==> src/rtl/vr_completer_fifo_if.sv <==
// Valid/ready link bundle between the requester, the completer FIFO and its sink.
// Carries both handshakes plus the completer's occupancy and delivery counters.
// Ports: master = requester/sink side (testbench), slave = completer side.
interface vr_completer_fifo_if #(
  parameter int DSIZE = 4,
  parameter int DEPTH = 4,
  parameter int CW    = $clog2(DEPTH) + 1
);
  logic             in_valid;
  logic [DSIZE-1:0] in_data;
  logic             in_ready;
  logic             out_valid;
  logic [DSIZE-1:0] out_data;
  logic             out_ready;
  logic [CW-1:0]    count;
  logic [7:0]       xfer_cnt;

  modport master (
    output in_valid, in_data, out_ready,
    input  in_ready, out_valid, out_data, count, xfer_cnt
  );

  modport slave (
    input  in_valid, in_data, out_ready,
    output in_ready, out_valid, out_data, count, xfer_cnt
  );
endinterface

==> src/rtl/vr_completer_fifo.sv <==
// Purpose: completer stage, buffers requester words in a DEPTH-entry circular FIFO.
// Latency: a word pushed at edge N is visible on out_data in the cycle after N.
// Backpressure: in_ready drops while full (no push-through on pop); sink may stall freely.
//
// Ports:
//   clk  - single clock, rising edge
//   rst  - asynchronous active-high reset (clears pointers and counters, not memory)
//   bus  - slave modport: in_valid/in_data/in_ready (requester side),
//          out_valid/out_data/out_ready (sink side), count, xfer_cnt (monitoring)
module vr_completer_fifo #(
  parameter int DSIZE = 4,
  parameter int DEPTH = 4,
  parameter int CW    = $clog2(DEPTH) + 1
) (
  input  logic                 clk,
  input  logic                 rst,
  vr_completer_fifo_if.slave   bus
);
  localparam int AW = $clog2(DEPTH);

  logic [DSIZE-1:0] mem_q [DEPTH];
  logic [AW-1:0]    wr_ptr_q, wr_ptr_d;
  logic [AW-1:0]    rd_ptr_q, rd_ptr_d;
  logic [CW-1:0]    count_q, count_d;
  logic [7:0]       xfer_cnt_q, xfer_cnt_d;

  logic in_rdy;
  logic out_vld;
  logic push;
  logic pop;

  // Both flags come from the registered count only, so neither handshake
  // has a combinational path back from the other side's valid/ready.
  assign in_rdy  = (count_q != CW'(DEPTH));
  assign out_vld = (count_q != '0);

  assign push = bus.in_valid && in_rdy;
  assign pop  = out_vld && bus.out_ready;

  always_comb begin
    // DEPTH is a power of two, so plain AW-bit increment wraps modulo DEPTH.
    wr_ptr_d   = wr_ptr_q + AW'(push);
    rd_ptr_d   = rd_ptr_q + AW'(pop);
    count_d    = count_q;
    xfer_cnt_d = xfer_cnt_q;
    case ({push, pop})
      2'b10:   count_d = count_q + CW'(1);
      2'b01:   count_d = count_q - CW'(1);
      default: count_d = count_q;
    endcase
    if (pop && (xfer_cnt_q != 8'hFF)) begin
      xfer_cnt_d = xfer_cnt_q + 8'd1;
    end
  end

  always_ff @(posedge clk or posedge rst) begin
    if (rst) begin
      wr_ptr_q   <= '0;
      rd_ptr_q   <= '0;
      count_q    <= '0;
      xfer_cnt_q <= '0;
    end else begin
      wr_ptr_q   <= wr_ptr_d;
      rd_ptr_q   <= rd_ptr_d;
      count_q    <= count_d;
      xfer_cnt_q <= xfer_cnt_d;
    end
  end

  // Storage is deliberately left out of reset; stale entries are unreachable
  // once the pointers and count are cleared.
  always_ff @(posedge clk) begin
    if (push) begin
      mem_q[wr_ptr_q] <= bus.in_data;
    end
  end

  assign bus.in_ready  = in_rdy;
  assign bus.out_valid = out_vld;
  assign bus.out_data  = mem_q[rd_ptr_q];
  assign bus.count     = count_q;
  assign bus.xfer_cnt  = xfer_cnt_q;
endmodule

==> src/flat_wrapper.sv <==
// flat-port wrapper written by rule: the top's interface ports become plain ports
module vr_completer_fifo_flat 
#(
  parameter int DSIZE = 4,
  parameter int DEPTH = 4,
  parameter int CW    = $clog2(DEPTH) + 1
)
  (clk, rst, bus_in_valid, bus_in_data, bus_out_ready, bus_in_ready, bus_out_valid, bus_out_data, bus_count, bus_xfer_cnt);
  vr_completer_fifo_if #(.DSIZE(DSIZE), .DEPTH(DEPTH), .CW(CW)) bus_i ();
  input  logic clk;
  input  logic rst;
  input wire logic [$bits(bus_i.in_valid)-1:0] bus_in_valid;
  input wire logic [$bits(bus_i.in_data)-1:0] bus_in_data;
  input wire logic [$bits(bus_i.out_ready)-1:0] bus_out_ready;
  output wire logic [$bits(bus_i.in_ready)-1:0] bus_in_ready;
  output wire logic [$bits(bus_i.out_valid)-1:0] bus_out_valid;
  output wire logic [$bits(bus_i.out_data)-1:0] bus_out_data;
  output wire logic [$bits(bus_i.count)-1:0] bus_count;
  output wire logic [$bits(bus_i.xfer_cnt)-1:0] bus_xfer_cnt;
  assign bus_i.in_valid = bus_in_valid;
  assign bus_i.in_data = bus_in_data;
  assign bus_i.out_ready = bus_out_ready;
  assign bus_in_ready = bus_i.in_ready;
  assign bus_out_valid = bus_i.out_valid;
  assign bus_out_data = bus_i.out_data;
  assign bus_count = bus_i.count;
  assign bus_xfer_cnt = bus_i.xfer_cnt;
  vr_completer_fifo #(.DSIZE(DSIZE), .DEPTH(DEPTH), .CW(CW)) u_core (.clk(clk), .rst(rst), .bus(bus_i));
endmodule
==> config.mk <==
export PLATFORM = sky130hd
export DESIGN_NAME = vr_completer_fifo_flat
export DESIGN_NICKNAME = d
export VERILOG_FILES = /design/src/rtl/vr_completer_fifo_if.sv /design/src/rtl/vr_completer_fifo.sv /design/src/flat_wrapper.sv
export SDC_FILE = /design/constraint.sdc
export NUM_CORES = 1
export LEC_CHECK = 0
export ABC_AREA = 1
export BUFFER_PORTS_ARGS = -buffer_cell sky130_fd_sc_hd__buf_2
export CORE_ASPECT_RATIO = 1.25
export CORE_UTILIZATION = 35
export CTS_BUF_LIST = sky130_fd_sc_hd__clkbuf_2 sky130_fd_sc_hd__clkbuf_4 sky130_fd_sc_hd__clkbuf_8
export CTS_CLUSTER_DIAMETER = 40
export DETAILED_ROUTE_END_ITERATION = 7
export GPL_TIMING_DRIVEN = 1
export PLACE_DENSITY = 0.57
export SYNTH_ARGS = -nofsm -noshare
export SYNTH_HDL_FRONTEND = slang
export SYNTH_SLANG_ARGS = --single-unit
export TNS_END_PERCENT = 30
==> constraint.sdc <==
create_clock -name clk -period 1.9 [get_ports clk]
set_input_delay 0.095 -clock clk [delete_from_list [all_inputs] [get_ports clk]]
set_output_delay 0.095 -clock clk [all_outputs]
set_load 0.01 [all_outputs]
After elaboration in Yosys (flattened, before gate mapping)
Memories as Yosys holds them, arrays and structs flattened. Cells that the tools add are included.

Reduce and logical (&&, ||, !) cells: 5. Equal/unequal tests: 4. Add/sub/neg operators: 5. Mux-type cells: 3.

Operators by type and width (count): $add A8 B1 Y8 const B (1); $ne A8 B8 Y1 const B (1); $pmux W3 S2 (1); $add A2 B1 Y2 (2); $add A3 B1 Y3 const B (1); $logic_and A1 B1 Y1 (3); $ne A3 B3 Y1 const B (1); $reduce_bool A3 Y1 (1); $sub A3 B1 Y3 const B (1); $eq A2 B1 Y1 const B (1); $eq A2 B2 Y1 const B (1); $mux W1 (2); $reduce_bool A2 Y1 (1).

Memories kept: 1. Register bits after elaboration: 15. Memory bits (writable): 16. Output and inout bits: 17.

Memory list: u_core.mem_q (depth 4, width 4, rd ports 1, clocked after Yosys merged registers in 0, wr ports 1, line vr_completer_fifo.sv:21) `logic [DSIZE-1:0] mem_q [DEPTH];`.

Depth between registers and ports, before layout
Depth after elaboration: 4. Gate-level depth with buffers: 10. Depth with buffers taken out: 10.

Worst setup path after synthesis
No wires, ideal clock.

Kind: register to register. From: register u_core.count_q[0], in the netlist u_core.bus.count[0]. To: register u_core.count_q[2], in the netlist u_core.bus.count[2]. Arrival: 1838 ps. Path slack: -18 ps. Library setup time: 79 ps. Buffers on the path: 0. Data required time: 1821 ps. Stages on the path, launching flop included: 10. Cell sequence: dfrtp_1 nor2_2 nand2_1 nand2_1 ha_1 inv_1 fa_1 or2_0 nand2_1 xor2_1.

Word-level cells in the longest chain between the ends: 4. Elaborated cells on any way between the ends: 10. Those cells by class: 2 x add/sub; 3 x eq/ne; 1 x mux; 4 x reduce/logical.

RTL lines: start, declared (line vr_completer_fifo.sv:24) `logic [CW-1:0] count_q, count_d;`; start signal, assigned (line vr_completer_fifo.sv:65) `count_q <= count_d;`; $ne A3 B3 Y1 (*) (line vr_completer_fifo.sv:34) `assign in_rdy = (count_q != CW'(DEPTH));`; net bus_in_ready (line flat_wrapper.sv:15) `output wire logic [$bits(bus_i.in_ready)-1:0] bus_in_ready;`; $logic_and A1 B1 Y1 (*) (line vr_completer_fifo.sv:37) `assign push = bus.in_valid && in_rdy;`; $eq A2 B1 Y1 / $eq A2 B2 Y1 (equally long branches) (line vr_completer_fifo.sv:46) `case ({push, pop})`; $pmux W3 S2 / $reduce_bool A2 Y1 (equally long branches).

Mark *: on every way through the listed nets, which the timed path passes. The rest lies on a longest branch. A chain may end at the register's enable or synchronous reset.

Worst setup path after layout
From: register u_core.count_q[0], in the netlist u_core.bus.count[0]. To: register u_core.count_q[2], in the netlist u_core.bus.count[2].

Word-level cells in the longest chain between the ends: 4. Elaborated cells on any way between the ends: 10. Those cells by class: 2 x add/sub; 3 x eq/ne; 1 x mux; 4 x reduce/logical.

RTL lines (line): $ne A3 B3 Y1 / $reduce_bool A3 Y1 (equally long branches) (vr_completer_fifo.sv:34, vr_completer_fifo.sv:35); $logic_and A1 B1 Y1 (on tied branches) (vr_completer_fifo.sv:37, vr_completer_fifo.sv:38); $eq A2 B1 Y1 / $eq A2 B2 Y1 (equally long branches) (vr_completer_fifo.sv:46); $pmux W3 S2 / $reduce_bool A2 Y1 (equally long branches).

Several ways; a longest one is shown, not always the timed one.

==> key figures <==
Floorplanning
  • Num ports: 25
  • Core area: 3879 um^2
  • Initial Util: 0.3771
  • Die ar.: 4443 um^2
  • Floorplan row count: 25
  • Die Wd: 59.82 um
  • Die height: 74.28 um

Clock network
  • Worst-Skew Late Latency: 0.28 ns
  • CTS tree: done
  • Reg clk slew, reported paths: 0.06 ns
  • Clock root cell: clkbuf_8
  • Clock sink total: 31
  • TritonCTS Buffers: 5
  • Clock Path Buffers: 2
  • H-Tree Depth: 2

Placement
  • Port bufs: 24
  • Pre-CTS WS: 0.03009 ns
  • Hpwl dp: 2.083 mm
  • Routability cong.: 0.7715

Synthesis
  • Mux cell area share after synthesis: 0
  • Seq/Total Area, Yosys: 0.5851
  • Post-synthesis xor/xnor area fraction: 0.04192
  • Post-Synthesis Cell Area: 1463 um^2
  • Flops & latches, synth: 31
  • Synth cell types: 23
  • Yosys warns: 0
  • Main area contributors after synthesis: edfxtp_1 33%, dfrtp_1 26%, nand2_1 9.5%, inv_1 3.8%, nor2_1 3.8%
  • Largest family of logic cells by synthesized area: simple AND/OR/NAND/NOR gates
  • Adder-cell share of the synthesized area: 0.04790
  • Syn nets: 160
  • Syn Area/Cell: 9.950 um^2
  • Top cell type's share of synthesized area: 0.3285
  • Complex-gate fraction of the synthesized area: 0.05475
  • Cell count after synthesis: 147
  • Post-Synth Simple-Gate Area: 0.2233
  • Synth area leader: edfxtp_1

STA
  • RSZ-0062 raised after global routing: yes
  • Slew headroom: 0.6100
  • Worst Slack Setup Final: 0.08608 ns
  • Max Slew Vio Count: 0
  • Worst-Margin Slew: 0.5844 ns
  • Clock Skews: 0.006107 ns
  • Final setup violation count: 0
  • Final Hold Fails: 0
  • Period minus WS final: 1.814 ns
  • Final period util: 0.9547
  • Max Fclk: 551.3 MHz

Worst hold path
  • Hold WC Path Type: input port to flop
  • Hold Crit Start: bus_in_data[0]
  • Hold Path End: u_core.mem_q[1][0]
  • Worst hold stages: 1

Cells and area
  • Fraction of layout cells with a size suffix above 1: 0.2796
  • Final #Nets: 198
  • ANT cells: 0
  • Fill cell count: 399
  • Commonest non-fill, non-tap cell in the layout: nand2_1
  • Area growth syn-to-layout: 25.32%
  • Most frequent cells in the layout: 36 x nand2_1, 24 x buf_2, 16 x edfxtp_1
  • Util after Layout: 0.4726

Setup path
  • Crit Reg-Reg Endpoint: u_core.bus.count[2]
  • CP dominant cell by count: nand2_1
  • CP Launch Type: flop
  • CP peak stage delay: 0.39 ns
  • R2R Setup Slk: 0.09 ns
  • R2R Path Start: u_core.bus.count[0]
  • Worst path slowest cell: dfrtp_1
  • Worst R2R Path Depth: 9
  • CP endpoint kind: flop
  • Worst-path fanout max: 3
  • Setup CP Type: flop to flop
  • Critical path data required time: 2.10 ns
  • Crit path DAT: 2.01 ns
  • Crit-path cells: nor2_2 > nand2_1 > nand2_2 > ha_1 > inv_1 > fa_2 > or2_0 > nand2_1 > xor2_1

GRT
  • Vias in the first global route: 1,090
  • Pin count of the biggest net entering global routing: 16
  • GR Util All Layers: 0.1415
  • First-pass GRT wire length: 4.588 mm
  • Initial antenna violation count: 0
  • GRT overflow: 0

Power
  • Lkg Pwr: 0.8441 nW
  • Worst vdd rail ir drop: 802.4 uV
  • Power Dens Cells: 1533 nW/um^2

Routing
  • Drt drc: 0
  • DRT Pass-1 Iters: 4
  • DR vias: 1,088
  • 1st-iter DRT viols: 28
  • WL per Instance: 11.86 um
  • ANT nets after route: 0
  • Drt via density: 4.533
  • WL final: 2.847 mm

Run
  • Number of max-cap violations: 0

Outcome
  • Status: finished clean
-- worst max-delay path: cells and delay by family, from the launching register on --
| kind | cells | cell delay (ns) |
|---|---|---|
| simple gates | 5 | 0.64 |
| fa+ha+maj | 2 | 0.49 |
| flops | 1 | 0.39 |
| xor+xnor | 1 | 0.14 |
| buf+inv | 1 | 0.07 |
-- layout make-up --
class | instances | area (um^2) | area share
sequential | 31 | 855.8 | 0.4669
clock buffer | 6 | 82.58 | 0.04505
tap | 54 | 67.56 | 0.03686
clock inverter | 2 | 35.03 | 0.01911
timing repair buffer | 32 | 182.7 | 0.09966
inverter | 17 | 66.31 | 0.03618
multi-input combinational | 98 | 543.0 | 0.2962
-- synthesized netlist by cell type --
library cell / instances
nand3_1: 5
ha_1: 4
inv_2: 2
o22ai_1: 4
nor2_2: 2
dfrtp_1: 15
edfxtp_1: 16
nor3_1: 4
buf_2: 1
nand2_4: 2
xor2_1: 4
xnor2_1: 3
inv_1: 15
nand2_1: 37
or2_0: 1
nor2_4: 2
fa_1: 1
nand2_2: 2
nand3_2: 1
o21ai_1: 1
a21oi_1: 1
nor2_1: 15
o21ai_0: 9
-- layer usage --
layer | part of all wire | up-vias | global-route usage
li1 | - | 552 | -
met1 | 0.44 | 508 | 0.1521
met2 | 0.50 | 22 | 0.2444
met3 | 0.040 | 6 | 0.04522
met4 | 0.023 | 0 | 0.07494
met5 | 0 | - | 0
-- registers in the layout (all words and copies together) (netlist names) --
signal               count
u_core.mem_q            16
u_core.bus.xfer_cnt      8
u_core.bus.count         3
u_core.rd_ptr_q          2
u_core.wr_ptr_q          2
-- repair_timing --
action / 4_1_cts / 5_1_grt
gates resized for setup: 0 / 3
hold buffers: 1 / 0
setup buffers: 0 / 1
setup endpoints to repair: 0 / 2
hold endpoints to repair: 15 / 0
-- kinds of logic after synthesis --
| family | Yosys count |
|---|---|
| xor gates and xnor gates | 7 |
| AOI/OAI and AO/OA | 15 |
| and+or+nand+nor | 71 |
| DFF | 31 |
| buffers and inverters | 18 |
| adders and majority gates | 5 |
-- power breakdown --
part	internal, mW	leakage (nW)	switching (mW)
Sequential	0.916	0.334	0.187
Clock	0.424	0.0612	0.243
Combinational	0.445	0.449	0.595
Total	1.78	0.844	1.03
-- worst max-delay path by stage --
stage                          endpoint  cells past startpoint           startpoint
floorplan           u_core.bus.count[2]                      9  u_core.bus.count[0]
global placement    u_core.bus.count[2]                     10  u_core.bus.count[1]
detailed placement  u_core.bus.count[2]                     10  u_core.bus.count[1]
CTS                 u_core.bus.count[2]                     10  u_core.bus.count[1]
global route        u_core.bus.count[2]                     10  u_core.bus.count[2]
finish              u_core.bus.count[2]                      9  u_core.bus.count[0]
-- stage by stage --
step           cell area (um^2)   TNS (ns)  std cells  total power [mW]  hold slack [ns]
3_5_place_dp               1693          0        230             2.124           0.2019
6_report                   1833          0        240             2.810          0.02983
5_1_grt                    1833  -0.001308        240             3.000          0.01931
3_3_place_gp               1693          0        230             2.084           0.1846
4_1_cts                    1821          0        239             2.809          0.01598
2_1_floorplan              1465          0        147             1.729        -0.003521
Power figures use the tool's default switching activity.
